--- config.mk ---
export PLATFORM = sky130hd
export DESIGN_NAME = if_fetch_queue
export DESIGN_NICKNAME = d
export VERILOG_FILES = /design/src/rtl/if_fetch_queue.sv
export SDC_FILE = /design/constraint.sdc
export NUM_CORES = 1
export LEC_CHECK = 0
export BUFFER_PORTS_ARGS = -buffer_cell sky130_fd_sc_hd__buf_2
export CORE_ASPECT_RATIO = 1.75
export CORE_MARGIN = 2
export CORE_UTILIZATION = 60
export CTS_BUF_LIST = sky130_fd_sc_hd__clkbuf_8 sky130_fd_sc_hd__clkbuf_16
export CTS_CLUSTER_DIAMETER = 200
export CTS_CLUSTER_SIZE = 10
export DETAILED_ROUTE_END_ITERATION = 6
export MAX_ROUTING_LAYER = met4
export PLACE_DENSITY = 0.84
export SLEW_MARGIN = 20
export SYNTH_ARGS = -nofsm -noshare
export SYNTH_HDL_FRONTEND = slang
export SYNTH_SLANG_ARGS = --single-unit
--- constraint.sdc ---
create_clock -name clk -period 8.05 [get_ports clk]
set_input_delay 0.805 -clock clk [delete_from_list [all_inputs] [get_ports clk]]
set_output_delay 0.805 -clock clk [all_outputs]
set_load 0.01 [all_outputs]
--- src/rtl/if_fetch_queue.sv ---
// Instruction-fetch stage: PC generator, synchronous imem request port and a FQ_DEPTH-entry fetch queue.
// Optional build macro IF_PERF_CNT_EN adds saturating fetch/flush performance counters.
module if_fetch_queue #(
    parameter int unsigned         XLEN     = 32,
    parameter int unsigned         INST_W   = 32,
    parameter logic [XLEN-1:0]     RESET_PC = '0,
    parameter int unsigned         FQ_DEPTH = 4
) (
    input  logic                   clk,
    input  logic                   rst,
    input  logic                   pc_src,
    input  logic [XLEN-1:0]        new_pc,
    input  logic                   stall_if,
    output logic                   imem_req,
    output logic [XLEN-1:0]        imem_addr,
    input  logic [INST_W-1:0]      imem_rdata,
    output logic                   out_valid,
    input  logic                   out_ready,
    output logic [XLEN-1:0]        out_pc,
    output logic [XLEN-1:0]        out_pc_plus4,
    output logic [INST_W-1:0]      out_instr
`ifdef IF_PERF_CNT_EN
    ,
    output logic [31:0]            perf_fetch_cnt,
    output logic [31:0]            perf_flush_cnt
`endif
);

    localparam int unsigned PTR_W = $clog2(FQ_DEPTH);
    localparam int unsigned CNT_W = PTR_W + 1;

    logic [XLEN-1:0]   fetch_pc;
    logic              inflight;
    logic [XLEN-1:0]   inflight_pc;
    logic [PTR_W-1:0]  head_ptr;
    logic [PTR_W-1:0]  tail_ptr;
    logic [CNT_W-1:0]  count;
    logic [CNT_W-1:0]  credit;

    logic [XLEN-1:0]   mem_pc    [FQ_DEPTH];
    logic [INST_W-1:0] mem_instr [FQ_DEPTH];

    logic issue;
    logic push;
    logic pop;

    // Queue slots already promised (stored + in flight) gate new requests, so a return always has room.
    assign credit    = count + CNT_W'(inflight);
    assign issue     = !rst && !pc_src && !stall_if && (credit < CNT_W'(FQ_DEPTH));
    assign push      = inflight && !pc_src;
    assign out_valid = (count != '0);
    assign pop       = out_valid && out_ready && !pc_src;

    assign imem_req  = issue;
    assign imem_addr = fetch_pc;

    assign out_pc       = out_valid ? mem_pc[head_ptr] : '0;
    assign out_pc_plus4 = out_valid ? (mem_pc[head_ptr] + XLEN'(4)) : '0;
    assign out_instr    = out_valid ? mem_instr[head_ptr] : '0;

    always_ff @(posedge clk or posedge rst) begin
        if (rst) begin
            fetch_pc    <= RESET_PC;
            inflight    <= 1'b0;
            inflight_pc <= '0;
            head_ptr    <= '0;
            tail_ptr    <= '0;
            count       <= '0;
        end else if (pc_src) begin
            // Redirect drops the queue and whatever response is still on its way back.
            fetch_pc <= new_pc & ~XLEN'(3);
            inflight <= 1'b0;
            head_ptr <= '0;
            tail_ptr <= '0;
            count    <= '0;
        end else begin
            inflight <= issue;
            if (issue) begin
                inflight_pc <= fetch_pc;
                fetch_pc    <= fetch_pc + XLEN'(4);
            end
            if (push) begin
                tail_ptr <= tail_ptr + PTR_W'(1);
            end
            if (pop) begin
                head_ptr <= head_ptr + PTR_W'(1);
            end
            count <= count + CNT_W'(push) - CNT_W'(pop);
        end
    end

    always_ff @(posedge clk) begin
        if (push) begin
            mem_pc[tail_ptr]    <= inflight_pc;
            mem_instr[tail_ptr] <= imem_rdata;
        end
    end

`ifdef IF_PERF_CNT_EN
    always_ff @(posedge clk or posedge rst) begin
        if (rst) begin
            perf_fetch_cnt <= '0;
            perf_flush_cnt <= '0;
        end else begin
            if (pop && (perf_fetch_cnt != '1)) begin
                perf_fetch_cnt <= perf_fetch_cnt + 32'd1;
            end
            if (pc_src && (perf_flush_cnt != '1)) begin
                perf_flush_cnt <= perf_flush_cnt + 32'd1;
            end
        end
    end
`endif

endmodule
**Word level (Yosys, flattened, before mapping)**

Memories as Yosys holds them, arrays and structs flattened.
Cells that the tools add are included.

- Flip-flop bits (word level): 72
- Memory bits (writable): 256
- Output and inout port bits: 130
- Memories: 2

- $add $sub $neg: 7
- Magnitude comparators: 1
- Mux-type cells: 13
- Bitwise operators: 1
- Reduce and logical (&&, ||, !) cells: 14

Memory list:

| name | depth | width | rd ports | clocked after memory_dff | write ports | line | text |
|---|---|---|---|---|---|---|---|
| mem_instr | 4 | 32 | 1 | 0 | 1 | 41 | `logic [INST_W-1:0] mem_instr [FQ_DEPTH];` |
| mem_pc | 4 | 32 | 1 | 0 | 1 | 40 | `logic [XLEN-1:0] mem_pc [FQ_DEPTH];` |

Operators with widths:

| cell | count |
|---|---|
| 2-to-1 mux 32 bit | 5 |
| adder 32 x 3 -> 32 bit, second input constant | 2 |
| 2-to-1 mux 2 bit | 4 |
| adder 3 x 1 -> 3 bit | 2 |
| logical AND 1 bit | 6 |
| nonzero test 2 bit | 3 |
| adder 2 x 1 -> 2 bit, second input constant | 2 |
| zero test 1 bit | 3 |
| less-than comparator 3 bit, second input constant | 1 |
| 2-to-1 mux 1 bit | 3 |
| 2-to-1 mux 3 bit | 1 |
| nonzero test 3 bit | 1 |
| subtractor 3 x 1 -> 3 bit | 1 |
| AND reduction 2 bit | 1 |
| NOT 1 bit | 1 |

**Longest topological paths before layout**

Gate-level depths: netlist of the first run.

- Word-level depth: 6
- Mapped depth: 12

**Least setup slack after synthesis of the first run**

Ideal clock, no wire load.

- Kind: reg-to-output
- Start: register head_ptr[0]
- End: output port out_pc_plus4[18]
- Arrival: 2.367 ns
- Required time: 7.245 ns
- Slack: 4.878 ns
- Stages on the path, launching flop included: 9
- Cells stage by stage: dfrtp_1 -> buf_6 -> buf_12 -> mux4_2 -> ha_1 -> nand2_1 -> or3_1 -> or3_1 -> a21oi_1

- Cells in the longest elaborated chain, start to end: 3

RTL lines:

| what | line | text |
|---|---|---|
| start: declaration | 35 | `logic [PTR_W-1:0] head_ptr;` |
| start signal: assignment | 86 | `head_ptr <= head_ptr + PTR_W'(1);` |
| memory (4 x 32 bit) | - |  |
| adder 32 x 3 -> 32 bit | 58 | `assign out_pc_plus4 = out_valid ? (mem_pc[head_ptr] + XLEN'(4)) : '0;` |
| 2-to-1 mux 32 bit | 58 |  |
| end: declaration | 20 | `output logic [XLEN-1:0] out_pc_plus4,` |

Every way passes these cells.

**Worst setup path after layout of the first run**

- Start: register head_ptr[0]
- End: output port out_pc_plus4[26]

The elaborated chain is that of the path after synthesis.

==> metrics.txt, run 1 <==
# TYPE chip_impl_metric gauge
chip_impl_metric{name="dieArea",unit="um2"} 24100
chip_impl_info{name="hp-class",value="in2reg"} 1
chip_impl_info{name="final_common_cell",value="sky130_fd_sc_hd__edfxtp_1"} 1
chip_impl_metric{name="vdd_ir_drop_max",unit="mV"} 0.154
chip_impl_metric{name="synth_cell_type_count",unit=""} 59
chip_impl_metric{name="detailedRoute.firstIterationViolations",unit=""} 774
chip_impl_info{name="library_cell_used_as_clock_root_buffer",value="sky130_fd_sc_hd__clkbuf_16"} 1
chip_impl_info{name="hp-start",value="new_pc[2]"} 1
chip_impl_metric{name="max_cap_viol_count",unit=""} 0
chip_impl_metric{name="timing.final.max_slew_violations",unit=""} 0
chip_impl_metric{name="arrival",unit="ns"} 4.30
chip_impl_metric{name="cts_sinks",unit=""} 316
chip_impl_metric{name="initial_drt_pass_iterations",unit=""} 5
chip_impl_metric{name="setup_viol",unit=""} 0
chip_impl_metric{name="layout_worst_path_cycle_share",unit="%"} 63.4
chip_impl_metric{name="post_drt_via_cell_ratio",unit=""} 6.07
chip_impl_metric{name="path_clk_slew",unit="ns"} 0.05
chip_impl_metric{name="hold_slack",unit="ns"} 0.509
chip_impl_metric{name="postLayoutCoreUtil",unit="%"} 70.6
chip_impl_metric{name="cts_made_buffers",unit=""} 37
chip_impl_metric{name="worst_slew_margin_relative_to_its_limit",unit="%"} 33.0
chip_impl_metric{name="power-per-cell-area",unit="nW/um2"} 285
chip_impl_metric{name="post-route-cell-area",unit="um2"} 15900
chip_impl_metric{name="seq_area_frac_synth",unit="%"} 66.7
chip_impl_metric{name="cts_max_level",unit=""} 2
chip_impl_metric{name="clock_latency",unit="ns"} 0.51
chip_impl_metric{name="cts_buffer_depth",unit=""} 3
chip_impl_metric{name="first_global_vias",unit=""} 8771
chip_impl_metric{name="async_reset_ff_share",unit="%"} 21.5
chip_impl_metric{name="synth.yosys.warnings",unit=""} 0
chip_impl_info{name="critical_path.reg2reg.startpoint",value="count[1]"} 1
chip_impl_metric{name="maxClockFrequency",unit="MHz"} 196
chip_impl_metric{name="rows",unit=""} 73
chip_impl_metric{name="crit_path_time_final",unit="ns"} 5.10
chip_impl_metric{name="power_leakage",unit="nW"} 6.10
chip_impl_metric{name="fin_nets",unit=""} 1187
chip_impl_metric{name="port_buffer_count",unit=""} 190
chip_impl_info{name="status",value="finished clean"} 1
chip_impl_info{name="synthFlopType",value="sky130_fd_sc_hd__edfxtp_1"} 1
chip_impl_info{name="cts_tree",value="yes"} 1
chip_impl_metric{name="setup_total_negative_slack",unit="ns"} 0
chip_impl_metric{name="critical_path.max_fanout",unit=""} 38
chip_impl_metric{name="placeableCoreArea",unit="um2"} 22600
chip_impl_metric{name="avgRoutedWirePerCell",unit="um"} 21.5
chip_impl_metric{name="number_of_cells_produced_by_synthesis",unit=""} 916
chip_impl_metric{name="worst-endpoint-required",unit="ns"} 7.24
chip_impl_metric{name="drc",unit=""} 0
chip_impl_info{name="setup_repair_after_global_routing_missed_its_margin",value="no"} 1
chip_impl_metric{name="tightest_slew",unit="ns"} 0.998
chip_impl_metric{name="timing.final.hold_violations",unit=""} 0
chip_impl_metric{name="cts-resized-gates",unit=""} 0
chip_impl_metric{name="gpl.final_weighted_congestion",unit=""} 0.894
chip_impl_metric{name="first_pass_grt_wire_length",unit="um"} 47700
chip_impl_metric{name="antenna_violations_before_repair",unit=""} 0
chip_impl_metric{name="area.growth.synth_to_final",unit="%"} 16.2
chip_impl_info{name="crit_start",value="head_ptr[0]"} 1
chip_impl_metric{name="route.final.wire_length",unit="um"} 30600
chip_impl_metric{name="postCtsSetupRepairBufs",unit=""} 0
chip_impl_metric{name="combined_global_route_utilization_of_all_metal_layers",unit="%"} 26.3
chip_impl_metric{name="die_span_x",unit="um"} 118
chip_impl_metric{name="post-dp-hpwl",unit="um"} 18500
chip_impl_metric{name="antenna_cells",unit=""} 0
chip_impl_metric{name="postPlaceCellArea",unit="um2"} 14900
chip_impl_metric{name="fin_worst_skew",unit="ns"} 0.0124
chip_impl_metric{name="vias",unit=""} 8637
chip_impl_info{name="critPathLaunchType",value="flip-flop"} 1
chip_impl_info{name="category_of_the_critical_setup_timing_path",value="reg2out"} 1
chip_impl_metric{name="number_of_flops_mapped_to_enable_cells_by_yosys",unit=""} 248
chip_impl_metric{name="die_height",unit="um"} 204
chip_impl_info{name="layout.cells.most_common_list",value="sky130_fd_sc_hd__edfxtp_1 (248), sky130_fd_sc_hd__buf_2 (190), sky130_fd_sc_hd__nand2_1 (125), sky130_fd_sc_hd__dfrtp_1 (66), sky130_fd_sc_hd__and2_1 (64)"} 1
chip_impl_metric{name="proportion_of_layout_cells_with_a_drive_suffix_above_1",unit="%"} 27.9
chip_impl_metric{name="mean_instance_size_in_the_synthesized_netlist",unit="um2"} 15.0
chip_impl_metric{name="synth_area",unit="um2"} 13700
chip_impl_metric{name="route.antenna.remaining_nets",unit=""} 0
chip_impl_metric{name="pin_count",unit=""} 199
chip_impl_metric{name="largest_net_degree_at_the_start_of_global_routing",unit=""} 69
chip_impl_metric{name="layout.filler_cells",unit=""} 1474
chip_impl_metric{name="post_synthesis_register_bit_count",unit=""} 316
chip_impl_metric{name="cts_hold_buf",unit=""} 0
chip_impl_metric{name="start_util",unit="%"} 60.8
chip_impl_info{name="setup.worst_path.end_class",value="output pin"} 1
chip_impl_metric{name="grt_remaining_overflow",unit=""} 0
==> kinds of logic after synthesis <==
group / synth area share (%)
muxes: 11.5
DFF: 66.7
and+or+nand+nor: 12.3
AOI/OAI and AO/OA: 4.66
xor gates and xnor gates: 1.28
other: 0.0274
adders and majority gates: 0.876
buffers and inverters: 2.65
==> final timing paths <==
kind	to	cells after the start	slack, ns
max	out_pc_plus4[26]	8	2.95
max reg2reg	count[2]	13	4.94
min in group asynchronous	imem_addr[17]	3	0.57
min	imem_addr[2]	3	0.51
min reg2reg	mem_pc[0][12]	0	0.52
max in group asynchronous	head_ptr[0]	3	6.84
==> flip-flops by register name (all words and copies together), names as in the netlist <==
name,cells
mem_instr,128
head_ptr,2
tail_ptr,2
imem_addr,30
inflight,1
mem_pc,120
count,3
inflight_pc,30
==> critical path, cell delays in order, from the launching register on <==
cell                      delay, ns
sky130_fd_sc_hd__dfrtp_4       0.92
sky130_fd_sc_hd__buf_4         0.57
sky130_fd_sc_hd__mux4_2        0.42
sky130_fd_sc_hd__ha_1          0.24
sky130_fd_sc_hd__nand2_1       0.19
sky130_fd_sc_hd__or3_1         0.53
sky130_fd_sc_hd__nor4_1        0.34
sky130_fd_sc_hd__mux2_2        0.39
sky130_fd_sc_hd__buf_2         0.15
==> area by class of cell <==
class	instances	area (um2)	area share, %
Clock buffer	39	976	6.12
Inverter	22	82.6	0.518
Tap cell	300	375	2.36
Timing Repair Buffer	202	1040	6.53
Sequential cell	316	9150	57.4
Multi-Input combinational cell	530	4230	26.5
Clock inverter	13	80.1	0.502
==> synth_stat cells, types with 3 or more instances <==
master | n | share of area [%]
sky130_fd_sc_hd__edfxtp_1 | 248 | 54
sky130_fd_sc_hd__nand2_1 | 125 | 3.4
sky130_fd_sc_hd__and2_1 | 68 | 3.1
sky130_fd_sc_hd__dfrtp_1 | 68 | 12
sky130_fd_sc_hd__mux4_2 | 45 | 7.4
sky130_fd_sc_hd__nor2_1 | 44 | 1.2
sky130_fd_sc_hd__clkbuf_1 | 31 | 0.85
sky130_fd_sc_hd__o311ai_0 | 23 | 1.5
sky130_fd_sc_hd__inv_1 | 22 | 0.60
sky130_fd_sc_hd__nand3_1 | 22 | 0.80
sky130_fd_sc_hd__o21ai_0 | 21 | 0.77
sky130_fd_sc_hd__mux4_1 | 17 | 3.3
sky130_fd_sc_hd__nor4_1 | 14 | 0.64
sky130_fd_sc_hd__xnor2_1 | 14 | 0.89
sky130_fd_sc_hd__nand4_1 | 12 | 0.55
sky130_fd_sc_hd__nor3_1 | 12 | 0.44
sky130_fd_sc_hd__a21oi_1 | 11 | 0.40
sky130_fd_sc_hd__or3_1 | 10 | 0.46
sky130_fd_sc_hd__buf_4 | 9 | 0.49
sky130_fd_sc_hd__ha_1 | 8 | 0.73
sky130_fd_sc_hd__mux2_2 | 8 | 0.66
sky130_fd_sc_hd__buf_2 | 6 | 0.22
sky130_fd_sc_hd__xor2_1 | 6 | 0.38
sky130_fd_sc_hd__o211ai_1 | 5 | 0.27
sky130_fd_sc_hd__or4_1 | 5 | 0.27
sky130_fd_sc_hd__and3_1 | 4 | 0.18
sky130_fd_sc_hd__and4_1 | 4 | 0.26
sky130_fd_sc_hd__buf_1 | 4 | 0.11
sky130_fd_sc_hd__nor2b_1 | 4 | 0.18
sky130_fd_sc_hd__a221o_1 | 3 | 0.22
sky130_fd_sc_hd__a41o_1 | 3 | 0.22
sky130_fd_sc_hd__mux2i_1 | 3 | 0.22
sky130_fd_sc_hd__nand3_2 | 3 | 0.22
sky130_fd_sc_hd__o31ai_1 | 3 | 0.16
==> per-stage QoR <==
stage | power [mW] | std cells | setup WS (ns)
global placement | 3.05 | 1370 | 3.49
CTS | 4.57 | 1422 | 2.87
finish | 4.54 | 1422 | 2.95
global route | 4.73 | 1422 | 2.70
detailed placement | 3.09 | 1370 | 3.47
floorplan | 2.72 | 921 | 4.88
==> routing by layer <==
layer | track usage (%) | vias up | wire (um)
met1 | 31.0 | 4224 | 11300
met5 | - | - | 0
li1 | - | 3878 | -
met3 | 3.26 | 68 | 2010
met2 | 46.7 | 467 | 16500
met4 | 9.34 | 0 | 812
==> power breakdown <==
part / leakage, nW / switching (mW) / internal [mW]
combinational: 2.44 / 0.558 / 0.437
clock: 0.558 / 0.585 / 0.888
sequential: 3.10 / 0.157 / 1.91
(Power assumes the default switching activity.)
==> run 2: changes to the inputs <==
CORE_UTILIZATION = 57   (was 60)
PLACE_DENSITY = 0.81   (was 0.84)
clock period = 5.31 ns   (was 8.05 ns; I/O delays follow)
==> run 2 against run 1 <==
  * Sequential power up 52%
  * Clock-buffer cell count stayed put
  * Die area is 5.1% higher
  * Non-clock buffer count unchanged
  * First-iteration DRC count shrank 13%
  * Register-to-register slack lost 2.5 ns
  * Critical path type unchanged
  * Largest cell class unchanged
==> metrics.txt, run 2 (synthesis results as in run 1) <==
# TYPE chip_impl_metric gauge
chip_impl_metric{name="clock_power_share",unit="%"} 32.6
chip_impl_info{name="final_common_cell",value="sky130_fd_sc_hd__edfxtp_1"} 1
chip_impl_metric{name="avgRoutedWirePerCell",unit="um"} 20.7
chip_impl_metric{name="power-per-cell-area",unit="nW/um2"} 432
chip_impl_metric{name="cts_max_level",unit=""} 2
chip_impl_metric{name="cts_sinks",unit=""} 316
chip_impl_metric{name="cts_buffer_depth",unit=""} 3
chip_impl_info{name="status",value="finished clean"} 1
chip_impl_metric{name="area.growth.synth_to_final",unit="%"} 16.4
chip_impl_metric{name="worstRegToRegCells",unit=""} 13
chip_impl_metric{name="timing.final.hold_violations",unit=""} 0
chip_impl_metric{name="place_ws",unit="ns"} 1.44
chip_impl_metric{name="route.antenna.remaining_nets",unit=""} 0
chip_impl_info{name="setup.worst_path.end_class",value="output pin"} 1
chip_impl_metric{name="rows",unit=""} 75
chip_impl_metric{name="worstHoldPathCells",unit=""} 3
chip_impl_metric{name="detailedRoute.firstIterationViolations",unit=""} 671
chip_impl_metric{name="crit_path_time_final",unit="ns"} 4.41
chip_impl_metric{name="arrival",unit="ns"} 3.88
chip_impl_metric{name="tightest_slew",unit="ns"} 1.09
chip_impl_metric{name="layout.filler_cells",unit=""} 1681
chip_impl_metric{name="pin_count",unit=""} 199
chip_impl_metric{name="first_pass_grt_wire_length",unit="um"} 45600
chip_impl_metric{name="route.final.wire_length",unit="um"} 29700
chip_impl_metric{name="power_leakage",unit="nW"} 6.10
chip_impl_metric{name="cts_hold_buf",unit=""} 0
chip_impl_info{name="category_of_the_critical_setup_timing_path",value="reg2out"} 1
chip_impl_info{name="cts_tree",value="yes"} 1
chip_impl_metric{name="setup_total_negative_slack",unit="ns"} 0
chip_impl_metric{name="start_util",unit="%"} 57.5
chip_impl_metric{name="post_drt_via_cell_ratio",unit=""} 5.93
chip_impl_metric{name="fin_nets",unit=""} 1187
chip_impl_metric{name="clock_latency",unit="ns"} 0.51
chip_impl_metric{name="power.switching",unit="mW"} 1.98
chip_impl_metric{name="die_span_x",unit="um"} 121
chip_impl_metric{name="initial_drt_pass_iterations",unit=""} 5
chip_impl_metric{name="antenna_violations_before_repair",unit=""} 1
chip_impl_metric{name="combined_global_route_utilization_of_all_metal_layers",unit="%"} 24.0
chip_impl_metric{name="placeableCoreArea",unit="um2"} 23800
chip_impl_metric{name="port_buffer_count",unit=""} 190
chip_impl_metric{name="layout_worst_path_cycle_share",unit="%"} 83.1
chip_impl_metric{name="drc",unit=""} 0
chip_impl_metric{name="post-dp-hpwl",unit="um"} 18700
chip_impl_info{name="library_cell_used_as_clock_root_buffer",value="sky130_fd_sc_hd__clkbuf_16"} 1
chip_impl_info{name="setup_repair_after_global_routing_missed_its_margin",value="no"} 1
chip_impl_metric{name="die_height",unit="um"} 209
chip_impl_metric{name="path_clk_slew",unit="ns"} 0.06
chip_impl_metric{name="worst_slew_margin_relative_to_its_limit",unit="%"} 27.3
chip_impl_metric{name="gpl.final_weighted_congestion",unit=""} 0.894
chip_impl_metric{name="p_int",unit="mW"} 4.91
chip_impl_metric{name="p_seq_share",unit="%"} 45.7
chip_impl_metric{name="largest_register_ff_count",unit=""} 128
chip_impl_metric{name="critical_path.max_fanout",unit=""} 49
chip_impl_info{name="hp-class",value="in2reg"} 1
chip_impl_info{name="reg.largest.list",value="mem_instr (128), mem_pc (120)"} 1
chip_impl_metric{name="max_cap_viol_count",unit=""} 0
chip_impl_metric{name="final.setup.worst_slack",unit="ns"} 0.900
chip_impl_info{name="layout.cells.most_common_list",value="sky130_fd_sc_hd__edfxtp_1 (248), sky130_fd_sc_hd__buf_2 (190), sky130_fd_sc_hd__nand2_1 (125), sky130_fd_sc_hd__dfrtp_1 (66), sky130_fd_sc_hd__and2_1 (64)"} 1
chip_impl_metric{name="postCtsSetupRepairBufs",unit=""} 0
chip_impl_metric{name="dieArea",unit="um2"} 25400
chip_impl_metric{name="sw_frac_of_total",unit="%"} 28.7
chip_impl_metric{name="cts-resized-gates",unit=""} 0
chip_impl_metric{name="vias",unit=""} 8495
chip_impl_metric{name="fin_worst_skew",unit="ns"} 0.0141
chip_impl_metric{name="setup_viol",unit=""} 0
chip_impl_metric{name="grt_remaining_overflow",unit=""} 0
chip_impl_info{name="largest-register",value="mem_instr"} 1
chip_impl_info{name="critPathLaunchType",value="flip-flop"} 1
chip_impl_metric{name="proportion_of_layout_cells_with_a_drive_suffix_above_1",unit="%"} 27.9
chip_impl_metric{name="maxClockFrequency",unit="MHz"} 227
chip_impl_metric{name="first_global_vias",unit=""} 8394
chip_impl_metric{name="cts_made_buffers",unit=""} 37
chip_impl_metric{name="worst-endpoint-required",unit="ns"} 4.78
chip_impl_metric{name="comb_power_share",unit="%"} 21.7
chip_impl_metric{name="timing.final.max_slew_violations",unit=""} 0
chip_impl_metric{name="largest_net_degree_at_the_start_of_global_routing",unit=""} 69
chip_impl_metric{name="vdd_ir_drop_max",unit="mV"} 0.223
-- run 2: cell count changes in the layout (fill, tap and decap cells not counted) --
cell / change
sky130_fd_sc_hd__inv_1: +1
sky130_fd_sc_hd__diode_2: +1
-- run 2: worst paths after layout --
kind	from	end	slack, ns
worst max-delay path	head_ptr[0]	out_pc_plus4[29]	0.90
worst min-delay path	new_pc[2]	imem_addr[2]	0.23
worst max register to register	count[1]	count[2]	2.40
worst min register to register	inflight_pc[25]	mem_pc[3][25]	0.52
max in group asynchronous	rst	head_ptr[0]	4.37
min in group asynchronous	rst	imem_addr[15]	0.31
-- run 2: final cells by class --
cell class | count | area [um2] | area share (%)
flip-flops and latches | 316 | 9150 | 57.4
multi-input cells | 530 | 4230 | 26.5
repair buffers | 202 | 1040 | 6.53
clock buffers | 39 | 976 | 6.12
well taps | 308 | 385 | 2.42
clock inverters | 14 | 83.8 | 0.525
inverters | 22 | 82.6 | 0.518
diodes | 1 | 2.50 | 0.0157
-- run 2: worst max-delay path: stages (launching register included) --
cell                      delay, ns
sky130_fd_sc_hd__dfrtp_4       1.03
sky130_fd_sc_hd__mux4_1        0.54
sky130_fd_sc_hd__nand3_2       0.31
sky130_fd_sc_hd__or4_1         0.63
sky130_fd_sc_hd__nor4_1        0.31
sky130_fd_sc_hd__mux2_2        0.38
sky130_fd_sc_hd__buf_2         0.15
-- run 2: metrics by stage --
| stage | hold WS, ns | power (mW) | instance area (um2) | std cells | utilization, % |
|---|---|---|---|---|---|
| finish | 0.234 | 6.89 | 16000 | 1432 | 66.9 |
| global route | 0.228 | 7.16 | 16000 | 1432 | 66.9 |
| CTS | 0.222 | 6.93 | 16000 | 1431 | 66.9 |
| detailed placement | 0.510 | 4.69 | 14900 | 1378 | 62.5 |
| global placement | 0.486 | 4.64 | 14900 | 1378 | 62.5 |
| floorplan | 0.476 | 4.12 | 13700 | 921 | - |
-- run 2: power by group through the flow --
stage | clock network [mW] | logic, mW | registers, mW
CTS | 2.28 | 1.51 | 3.15
global route | 2.36 | 1.62 | 3.19
global placement | 0 | 1.46 | 3.18
finish | 2.25 | 1.49 | 3.15
floorplan | 0 | 1.06 | 3.07
detailed placement | 0 | 1.49 | 3.20
-- run 2: metal layers --
layer,part of all wire [%],routed length [um],up-vias,track usage [%]
li1,-,-,3871,-
met5,0,0,-,-
met2,52,15500,372,40.8
met3,6.3,1860,81,2.70
met1,38,11300,4171,29.5
met4,3.5,1050,0,9.47
